## config.mk

```make
export PLATFORM = sky130hd
export DESIGN_NAME = zc_pipe_chain
export DESIGN_NICKNAME = d
export VERILOG_FILES = /design/src/rtl/zc_pipe_chain_pkg.sv /design/src/rtl/zc_pipe_slot.sv /design/src/rtl/zc_pipe_chain.sv
export SDC_FILE = /design/constraint.sdc
export NUM_CORES = 1
export LEC_CHECK = 0
export CELL_PAD_IN_SITES_DETAIL_PLACEMENT = 1
export CELL_PAD_IN_SITES_GLOBAL_PLACEMENT = 1
export CORE_AREA = 2 2 256 258
export CTS_BUF_LIST = sky130_fd_sc_hd__clkbuf_8 sky130_fd_sc_hd__clkbuf_16
export DETAILED_ROUTE_END_ITERATION = 16
export DIE_AREA = 0 0 258 260
export PLACE_DENSITY = 0.74
export SKIP_CTS_REPAIR_TIMING = 1
export SYNTH_ARGS = -nofsm -noshare
export SYNTH_HDL_FRONTEND = slang
export SYNTH_SLANG_ARGS = --single-unit
export TNS_END_PERCENT = 20
```

## constraint.sdc

```tcl
create_clock -name clk -period 38.7 [get_ports clk]
set_input_delay 7.74 -clock clk [delete_from_list [all_inputs] [get_ports clk]]
set_output_delay 7.74 -clock clk [all_outputs]
set_load 0.1 [all_outputs]
```

## src/rtl/zc_pipe_chain_pkg.sv

```systemverilog
// Shared widths, default depth and slot indices for the zerocore pipeline register chain.
package zc_pipe_chain_pkg;

  localparam int ADDR_BUS  = 64;
  localparam int INST_BUS  = 32;
  localparam int DATA_BUS  = ADDR_BUS + INST_BUS;
  localparam int ZC_STAGES = 4;

  localparam int SLOT_F2D = 0;
  localparam int SLOT_D2E = 1;
  localparam int SLOT_E2M = 2;
  localparam int SLOT_M2W = 3;

  typedef struct packed {
    logic [ADDR_BUS-1:0] pc;
    logic [INST_BUS-1:0] inst;
  } bundle_t;

endpackage

```

## src/rtl/zc_pipe_slot.sv

```systemverilog
// One valid-tagged pipeline slot: flush clears the tag, load takes a new tag and
// captures the bundle only when that tag is set, so bubbles leave stale data in place.
module zc_pipe_slot
  import zc_pipe_chain_pkg::*;
#(
  parameter int DATA_W = DATA_BUS
) (
  input  logic              clk,
  input  logic              rst,
  input  logic              flush,
  input  logic              load,
  input  logic              srcValid,
  input  logic [DATA_W-1:0] srcData,
  output logic              valid,
  output logic [DATA_W-1:0] data
);

  // NOTE: state registers use non-blocking assignments so every slot samples its
  // neighbour's pre-edge value; the data register is reset too, as stage_data is observable.
  always_ff @(posedge clk or posedge rst) begin
    if (rst) begin
      valid <= 1'b0;
      data  <= '0;
    end else if (flush) begin
      valid <= 1'b0;
    end else if (load) begin
      valid <= srcValid;
      if (srcValid) data <= srcData;
    end
  end

endmodule

```

## src/rtl/zc_pipe_chain.sv

```systemverilog
// In-order valid/ready pipeline register chain with per-slot stall and flush,
// bubble insertion and a 64-bit retire counter.
module zc_pipe_chain
  import zc_pipe_chain_pkg::*;
#(
  parameter int STAGES = ZC_STAGES,
  parameter int DATA_W = DATA_BUS
) (
  input  logic                     clk,
  input  logic                     rst,
  input  logic                     in_valid,
  output logic                     in_ready,
  input  logic [DATA_W-1:0]        in_data,
  input  logic [STAGES-1:0]        stall,
  input  logic [STAGES-1:0]        flush,
  output logic                     out_valid,
  input  logic                     out_ready,
  output logic [DATA_W-1:0]        out_data,
  output logic [STAGES-1:0]        stage_valid,
  output logic [STAGES*DATA_W-1:0] stage_data,
  output logic [63:0]              retire_cnt
);

  logic [STAGES-1:0] slotValid;
  logic [DATA_W-1:0] slotData [STAGES];
  logic [STAGES:0]   take;
  logic [STAGES-1:0] srcValid;
  logic [DATA_W-1:0] srcData  [STAGES];
  logic [63:0]       retireCnt;

  // A slot can accept when not stalled and either empty or draining into the next one.
  always_comb begin
    take         = '0;
    take[STAGES] = out_ready;
    for (int i = STAGES - 1; i >= 0; i--) begin
      take[i] = !stall[i] && (!slotValid[i] || take[i+1]);
    end
  end

  for (genvar g = 0; g < STAGES; g++) begin : gSlot
    if (g == 0) begin : gHead
      assign srcValid[g] = in_valid && !flush[g];
      assign srcData[g]  = in_data;
    end else begin : gBody
      assign srcValid[g] = slotValid[g-1] && !stall[g-1] && !flush[g-1];
      assign srcData[g]  = slotData[g-1];
    end

    zc_pipe_slot #(.DATA_W(DATA_W)) uSlot (
      .clk      (clk),
      .rst      (rst),
      .flush    (flush[g]),
      .load     (take[g]),
      .srcValid (srcValid[g]),
      .srcData  (srcData[g]),
      .valid    (slotValid[g]),
      .data     (slotData[g])
    );

    assign stage_data[g*DATA_W +: DATA_W] = slotData[g];
  end

  always_ff @(posedge clk or posedge rst) begin
    if (rst) begin
      retireCnt <= '0;
    end else if (out_valid && out_ready) begin
      retireCnt <= retireCnt + 64'd1;
    end
  end

  assign in_ready    = take[0];
  assign out_valid   = slotValid[STAGES-1] && !stall[STAGES-1];
  assign out_data    = slotData[STAGES-1];
  assign stage_valid = slotValid;
  assign retire_cnt  = retireCnt;

endmodule

```

Word level (Yosys, flattened, before mapping) --
Cells that the tools add are included.
Word-level totals: flip-flop bits (word level) 452, logic and storage cells 58
Operators by class: add/sub/neg operators 1, muxes and demuxes 8, bitwise operators 4, reductions and logical operators 36
Operators by type and width (count):
- adder 64 x 1 -> 64 bit (second input constant) | 1
- logical AND 1 bit | 13
- AND reduction 3 bit | 4
- zero test 1 bit | 11
- 2-to-1 mux 1 bit | 8
- nonzero test 2 bit | 4
- logical OR 1 bit | 4
- NOT 1 bit | 4

Depth between registers and ports, before layout --
Gate-level depths: netlist of run 1.
depth in word-level cells 11, depth in mapped cells 9

By module --
A second synthesis of run 1 with hierarchy kept.
Unflattened totals: cells, all modules 1237, area total of the unflattened synthesis 19123.3 um^2
Modules (own cells, without submodules):
- zc_pipe_slot | area each 3777.4 um^2, cells an instance 207, times used 4, seq. area each 2427.3 um^2
- zc_pipe_chain | area each 4013.8 um^2, cells an instance 409, times used 1, seq. area each 1601.5 um^2

Worst setup path after synthesis of run 1 --
Ideal clock, no wire load.
kind input to output, start point in out_ready, end point out in_ready, arrival time 9.836 ns, path slack 21.124 ns, data required time 30.960 ns, buffers on the path 0, cell stages on the path 5, cell sequence inv_1 -> a21o_1 -> a21o_1 -> a21o_1 -> a21oi_1
Between the ends: word-level cells in the longest chain between the ends 8
RTL lines:
- start: declaration | line zc_pipe_chain.sv:17 | input logic out_ready,
- logical OR 1 bit | line zc_pipe_chain.sv:36 | take[i] = !stall[i] && (!slotValid[i] || take[i+1]);
- logical AND 1 bit | line zc_pipe_chain.sv:36
- logical OR 1 bit | line zc_pipe_chain.sv:36
- logical AND 1 bit | line zc_pipe_chain.sv:36
- logical OR 1 bit | line zc_pipe_chain.sv:36
- logical AND 1 bit | line zc_pipe_chain.sv:36
- logical OR 1 bit | line zc_pipe_chain.sv:36
- logical AND 1 bit | line zc_pipe_chain.sv:36
- end: declaration | line zc_pipe_chain.sv:12 | output logic in_ready,
Every way passes these cells.

Worst setup path after layout of run 1 --
Ends and elaborated chain as after synthesis.

==> metrics, run 1 <==
CTS Buf Count 50; IO buf count 657; Skew-Pair Late Insertion Delay 0.58 ns; Avg WL per Cell 21.8 um; layout cells sized above 1 25.2%; FFs w/ async S/R, synth 100%; final setup violation count 0; Initial Util 28.1%; CP Class input port to output port; Worst EP arrival 10.61 ns; Design Area, Final 26400 sq um; syn_nets 1295; Tcrit/Tclk final 47.4%; Cell Pwr Density 59.7 nW/um^2; largest net degree at the start of global routing 116; Yosys cell types 36; DR iter-0 viols 301; root buf cell clkbuf_16; top fanout value on the critical path 4; gp weighted congestion 0.820; via count 11908; Lkg Pwr 0.0118 uW; first-pass GRT wire length 87.1 mm; HP Class flop to flop; fillers 6540; Yosys warning total 0; final slew viol count 0; I/O pin cnt 658; row cnt 93; area growth from synthesis to layout 46.8%; die extent in x 258 um; combinational share of power 34.7%; switch share 41.7%; DRT Pass-1 Iters 4; Synth Area per Inst 15.2 sq um; Syn Std Cell Area 18000 sq um; sequential share of power 35.6%; number of global-route vias before repair 13265; DP Area 24800 sq um; Psw 657 uW; clock buffer depth 3; Synth area leader dfrtp_1; die span in y 260 um; Seq/Total Area, Yosys 62.9%; gr usage total 17.0%; number of synthesized flops with an enable pin 0; Power Total 1580 uW; clk slew on worst S/H paths 0.05 ns; cell with the most instances after synthesis dfrtp_1; Yosys top cell area share 62.9%; Gate Count Post-Synth 1186; remaining routing DRC violations 0; Max-cap violations 0; clock sinks 452; WP data required 30.96 ns; Worst Skew 0.0220 ns; Total Neg Setup Slack 0 ns; Peak VDD IR 0.0000426 V; DR vias/cell 4.48; CTS tree built; clock share of power 29.7%; Final #Nets 1874; top cells by area, synth dfrtp_1 63%, mux2_2 22%, buf_4 4.3%; Routed WL 57.9 mm; core area 64100 sq um; final hold viol count 0; post-DP HPWL 42.3 mm; worst rel slew slack 16.3%; Worst setup SP type input port; status complete, no violations; CTS H-tree lvls 2; initial antenna violation count 1; Pint 919 uW; synth cell count leaders 452 x dfrtp_1, 356 x mux2_2, 104 x buf_4; Worst Tran Pin Value 1.25 ns; antenna-violating nets left 0; unrepaired setup endpoints after global routing false; Seq cells post-synth 452; grt total ovfl 0; crit path time final 18.35 ns; Max Clock Freq 0.0545 GHz; Die Footprint 67100 sq um; endpoint type of the worst setup path output port; most used flip-flop cell after synthesis dfrtp_1
==> kinds of logic (layout without fill, tap and decap cells) <==
family	after synthesis	after routing	share of synthesized area [%]
muxes	386	386	24.2
buffers and inverters	147	761	5.54
AOI/OAI and AO/OA	8	8	0.299
DFF	452	452	62.9
other	0	1	0
adders and majority gates	1	1	0.0696
and+or+nand+nor	129	129	3.97
xor gates and xnor gates	63	63	3.07
==> state kept, by name, summed over array words and instances (netlist names) <==
| register | cells |
|---|---|
| gSlot.uSlot.data | 384 |
| gSlot.uSlot.valid | 4 |
| retire_cnt | 64 |
==> path summary, 6_finish.rpt <==
check,start,endpoint,slack [ns],cells after the start
worst max-delay path,out_ready,in_ready,20.35,7
worst min-delay path,retire_cnt[6],retire_cnt[6],0.49,1
worst max register to register,gSlot[3].uSlot.valid,gSlot[2].uSlot.data[35],35.42,6
worst min register to register,retire_cnt[6],retire_cnt[6],0.49,1
max in group asynchronous,rst,gSlot[1].uSlot.data[82],28.57,4
min in group asynchronous,rst,gSlot[0].uSlot.data[33],7.71,2
==> placed cells by master, fill, tap and decap left out, types with 7 or more instances in the layout <==
| master | netlist | layout |
|---|---|---|
| clkdlybuf4s50_1 | 0 | 657 |
| nor2_1 | 19 | 19 |
| buf_4 | 104 | 12 |
| clkbuf_8 | 0 | 11 |
| nand3_1 | 31 | 31 |
| clkinv_2 | 0 | 8 |
| mux2_1 | 29 | 29 |
| nand2_1 | 22 | 21 |
| and3_1 | 14 | 14 |
| xnor2_1 | 44 | 44 |
| mux2_2 | 356 | 356 |
| nand4_1 | 15 | 15 |
| dfrtp_1 | 452 | 452 |
| clkbuf_16 | 0 | 50 |
| xor2_1 | 19 | 19 |
| inv_1 | 5 | 15 |
| and4_1 | 7 | 7 |
==> final cells by class <==
type,instances,area [sq um],area share (%)
diodes,1,2.50,0.00948
repair buffers,669,6670,25.2
multi-input cells,587,5720,21.6
clock buffers,61,1400,5.31
inverters,5,26.3,0.0995
flip-flops and latches,452,11300,42.8
well taps,855,1070,4.05
clock inverters,26,214,0.810
==> through the flow <==
| stage | hold WS [ns] | instances | setup WS [ns] | util [%] |
|---|---|---|---|---|
| finish | 0.492 | 2656 | 20.35 | 41.2 |
| global route | 0.524 | 2656 | 20.28 | 41.2 |
| CTS | 0.498 | 2655 | 20.32 | 41.2 |
| detailed placement | 0.483 | 2568 | 20.35 | 38.7 |
| global placement | 0.475 | 2568 | 20.35 | 38.7 |
| floorplan | 0.547 | 1186 | 18.36 | - |
==> critical path: stages <==
cell and delay [ns]:
clkdlybuf4s50_1 0.49, inv_1 0.06, a21o_1 0.26, a21o_1 0.30, a21o_1 0.29, a21oi_1 0.28, clkdlybuf4s50_1 1.18
==> layer usage <==
layer / global-route usage [%] / vias up / wire length [um]
met2: 30.5 / 438 / 30200
li1: - / 5201 / -
met3: 5.71 / 97 / 4660
met1: 18.5 / 6172 / 21000
met4: 6.52 / 0 / 2070
met5: 0 / - / 0
==> power by group through the flow <==
stage	logic [uW]	clock network, uW	registers, uW
2_1_floorplan	54.0	0	913
5_1_grt	558	503	569
4_1_cts	550	487	563
3_3_place_gp	545	0	566
6_report	546	468	561
3_5_place_dp	548	0	570
Power figures use the tool's default switching activity.
==> inputs of run 2 (changes only) <==
--- a/config.mk
+++ b/config.mk
@@ -7,10 +7,10 @@
 export LEC_CHECK = 0
 export CELL_PAD_IN_SITES_DETAIL_PLACEMENT = 1
 export CELL_PAD_IN_SITES_GLOBAL_PLACEMENT = 1
-export CORE_AREA = 2 2 256 258
+export CORE_AREA = 2 2 255 257
 export CTS_BUF_LIST = sky130_fd_sc_hd__clkbuf_8 sky130_fd_sc_hd__clkbuf_16
 export DETAILED_ROUTE_END_ITERATION = 16
-export DIE_AREA = 0 0 258 260
+export DIE_AREA = 0 0 257 259
 export PLACE_DENSITY = 0.74
 export SKIP_CTS_REPAIR_TIMING = 1
 export SYNTH_ARGS = -nofsm -noshare
==> constraint.sdc (replaced) <==
create_clock -name clk -period 17.7 [get_ports clk]
set_input_delay 3.54 -clock clk [delete_from_list [all_inputs] [get_ports clk]]
set_output_delay 3.54 -clock clk [all_outputs]
set_load 0.1 [all_outputs]
==> run 2 against run 1 <==
  * Flip-flop and latch count is the same
  * Via count grew 0.12%
  * Final area grew 0.59%
  * Utilization grew 0.39 points
  * Count of clock-buffer cells in the layout grew 2
  * Combinational power grew 120%
  * Final cell count grew 0.15%
  * Largest power group unchanged
==> metrics, run 2 (synthesis results as in run 1) <==
Skew-Pair Late Insertion Delay 0.58 ns (about the same); WHS 0.488 ns (-0.00446 ns); final hold viol count 0 (unchanged); die span in y 259 um (-0.38%); clk slew on worst S/H paths 0.06 ns (about the same); layout cells sized above 1 25.3% (+0.11 points); die extent in x 257 um (-0.39%); core area 63900 sq um (-0.36%); fin cells 2660 (+0.15%); IO buf count 657 (unchanged); Peak VDD IR 0.0000822 V (+93%); top fanout value on the critical path 4 (unchanged); DRT Pass-1 Iters 4 (unchanged); first-pass GRT wire length 87.2 mm (about the same); Worst setup SP type input port; CP max stage cell clkdlybuf4s50_1; Top reg by flops gSlot.uSlot.data; WP data required 14.16 ns (-16.80 ns); CTS tree built; root buf cell clkbuf_16; commonest cells after routing, fill and taps aside 657 x clkdlybuf4s50_1, 452 x dfrtp_1, 356 x mux2_2; placed insts 2566 (-0.078%); worst rel slew slack 21.6% (+5.3 points); CP Class input port to output port; post-DP HPWL 42.0 mm (-0.74%); Initial Util 28.2% (+0.10 points); Tcrit/Tclk final 56.2%; row cnt 93 (unchanged); area growth from synthesis to layout 47.7%; number of buffer and inverter stages on the critical path 3 (unchanged); crit path time final 9.95 ns; I/O pin cnt 658 (unchanged); remaining routing DRC violations 0 (unchanged); Lkg Pwr 0.0118 uW (+0.55%); CP most frequent cell a21o_1; unrepaired setup endpoints after global routing false; grt total ovfl 0 (unchanged); Final #Nets 1873 (-0.053%); Worst Skew 0.0189 ns (-0.00303 ns); critical path startpoint out_ready; Max Clock Freq 0.100 GHz; final slew viol count 0 (unchanged); HP Class flop to flop; Die Footprint 66600 sq um (-0.77%); CP top delay family buffers and inverters; CP cell instances clkdlybuf4s50_1 > inv_1 > a21o_1 > a21o_1 > a21o_1 > a21oi_1 > clkdlybuf4s50_1; worst reg-to-reg setup slack 13.70 ns (-21.72 ns); source of the worst hold timing path retire_cnt[63]; initial antenna violation count 3 (+2); gr usage total 17.1% (+0.12 points); largest net degree at the start of global routing 164 (+41%); Worst Tran Pin Value 1.17 ns (-0.0791 ns); CTS Buf Count 51 (+2.0%); via count 11922 (+0.12%); Cell Pwr Density 133 nW/um^2 (+120%); Total Neg Setup Slack 0 ns (unchanged); status complete, no violations; clock buffer depth 3 (unchanged); Worst EP arrival 6.41 ns (-4.20 ns); Avg WL per Cell 22.0 um (+0.98%); leading cell type in the layout, fill and taps excluded clkdlybuf4s50_1; Max-cap violations 0 (unchanged); CTS H-tree lvls 2 (unchanged); Largest register FFs 384 (unchanged); Routed WL 58.6 mm (+1.1%); clock sinks 452 (unchanged); final setup violation count 0 (unchanged); DR iter-0 viols 458 (+52%); endpoint type of the worst setup path output port; gp weighted congestion 0.846 (+3.2%); antenna-violating nets left 0 (unchanged); CP peak stage delay 1.20 ns (+0.02 ns); number of global-route vias before repair 13439 (+1.3%); DR vias/cell 4.48 (about the same); worst r2r src gSlot[3].uSlot.valid
run 2: cell types whose count changed in the layout (fill, tap and decap cells not counted), sizes merged:
cell      change
bufinv        +3
buf           -2
clkbuf        +2
clkinv        -2
inv           +2
clkinvlp      +1
run 2: power by group:
part	internal (uW)	total, uW	leakage [uW]	switching (uW)
logic	269	1200	0.00489	927
clock network	668	1100	0.000917	434
registers	1140	1230	0.00602	90.1
run 2: path summary, 6_finish.rpt:
path                                                 to  cells after the start
worst max-delay path                           in_ready                      7
worst min-delay path                     retire_cnt[63]                      1
worst max register to register  gSlot[1].uSlot.data[37]                      7
worst min register to register           retire_cnt[63]                      1
max in group asynchronous       gSlot[1].uSlot.data[80]                      4
min in group asynchronous       gSlot[1].uSlot.data[32]                      2
run 2: final cells by class:
| class | count | area, sq um |
|---|---|---|
| multi-input combinational | 587 | 5720 |
| clock inverter | 30 | 322 |
| tap | 855 | 1070 |
| clock buffer | 63 | 1450 |
| sequential | 452 | 11300 |
| antenna | 1 | 2.50 |
| timing repair buffer | 667 | 6660 |
| fill | 6539 | 37300 |
| inverter | 5 | 26.3 |
run 2: metrics by stage:
step / power, uW / utilization (%) / setup WS, ns / instance area, sq um
global placement: 2430 / 38.8 / 7.74 / 24800
global route: 3640 / 41.6 / 7.68 / 26600
detailed placement: 2450 / 38.8 / 7.77 / 24800
CTS: 3570 / 41.6 / 7.76 / 26600
finish: 3530 / 41.6 / 7.75 / 26600
floorplan: 2110 / - / 1.56 / 18000
run 2: layer usage:
metal / vias to the layer above / track usage [%] / share of wire [%]
li1: 5205 / - / -
met1: 6157 / 18.7 / 37
met2: 453 / 30.7 / 52
met3: 105 / 5.78 / 7.8
met4: 2 / 6.61 / 3.4
met5: - / 0 / 0.022
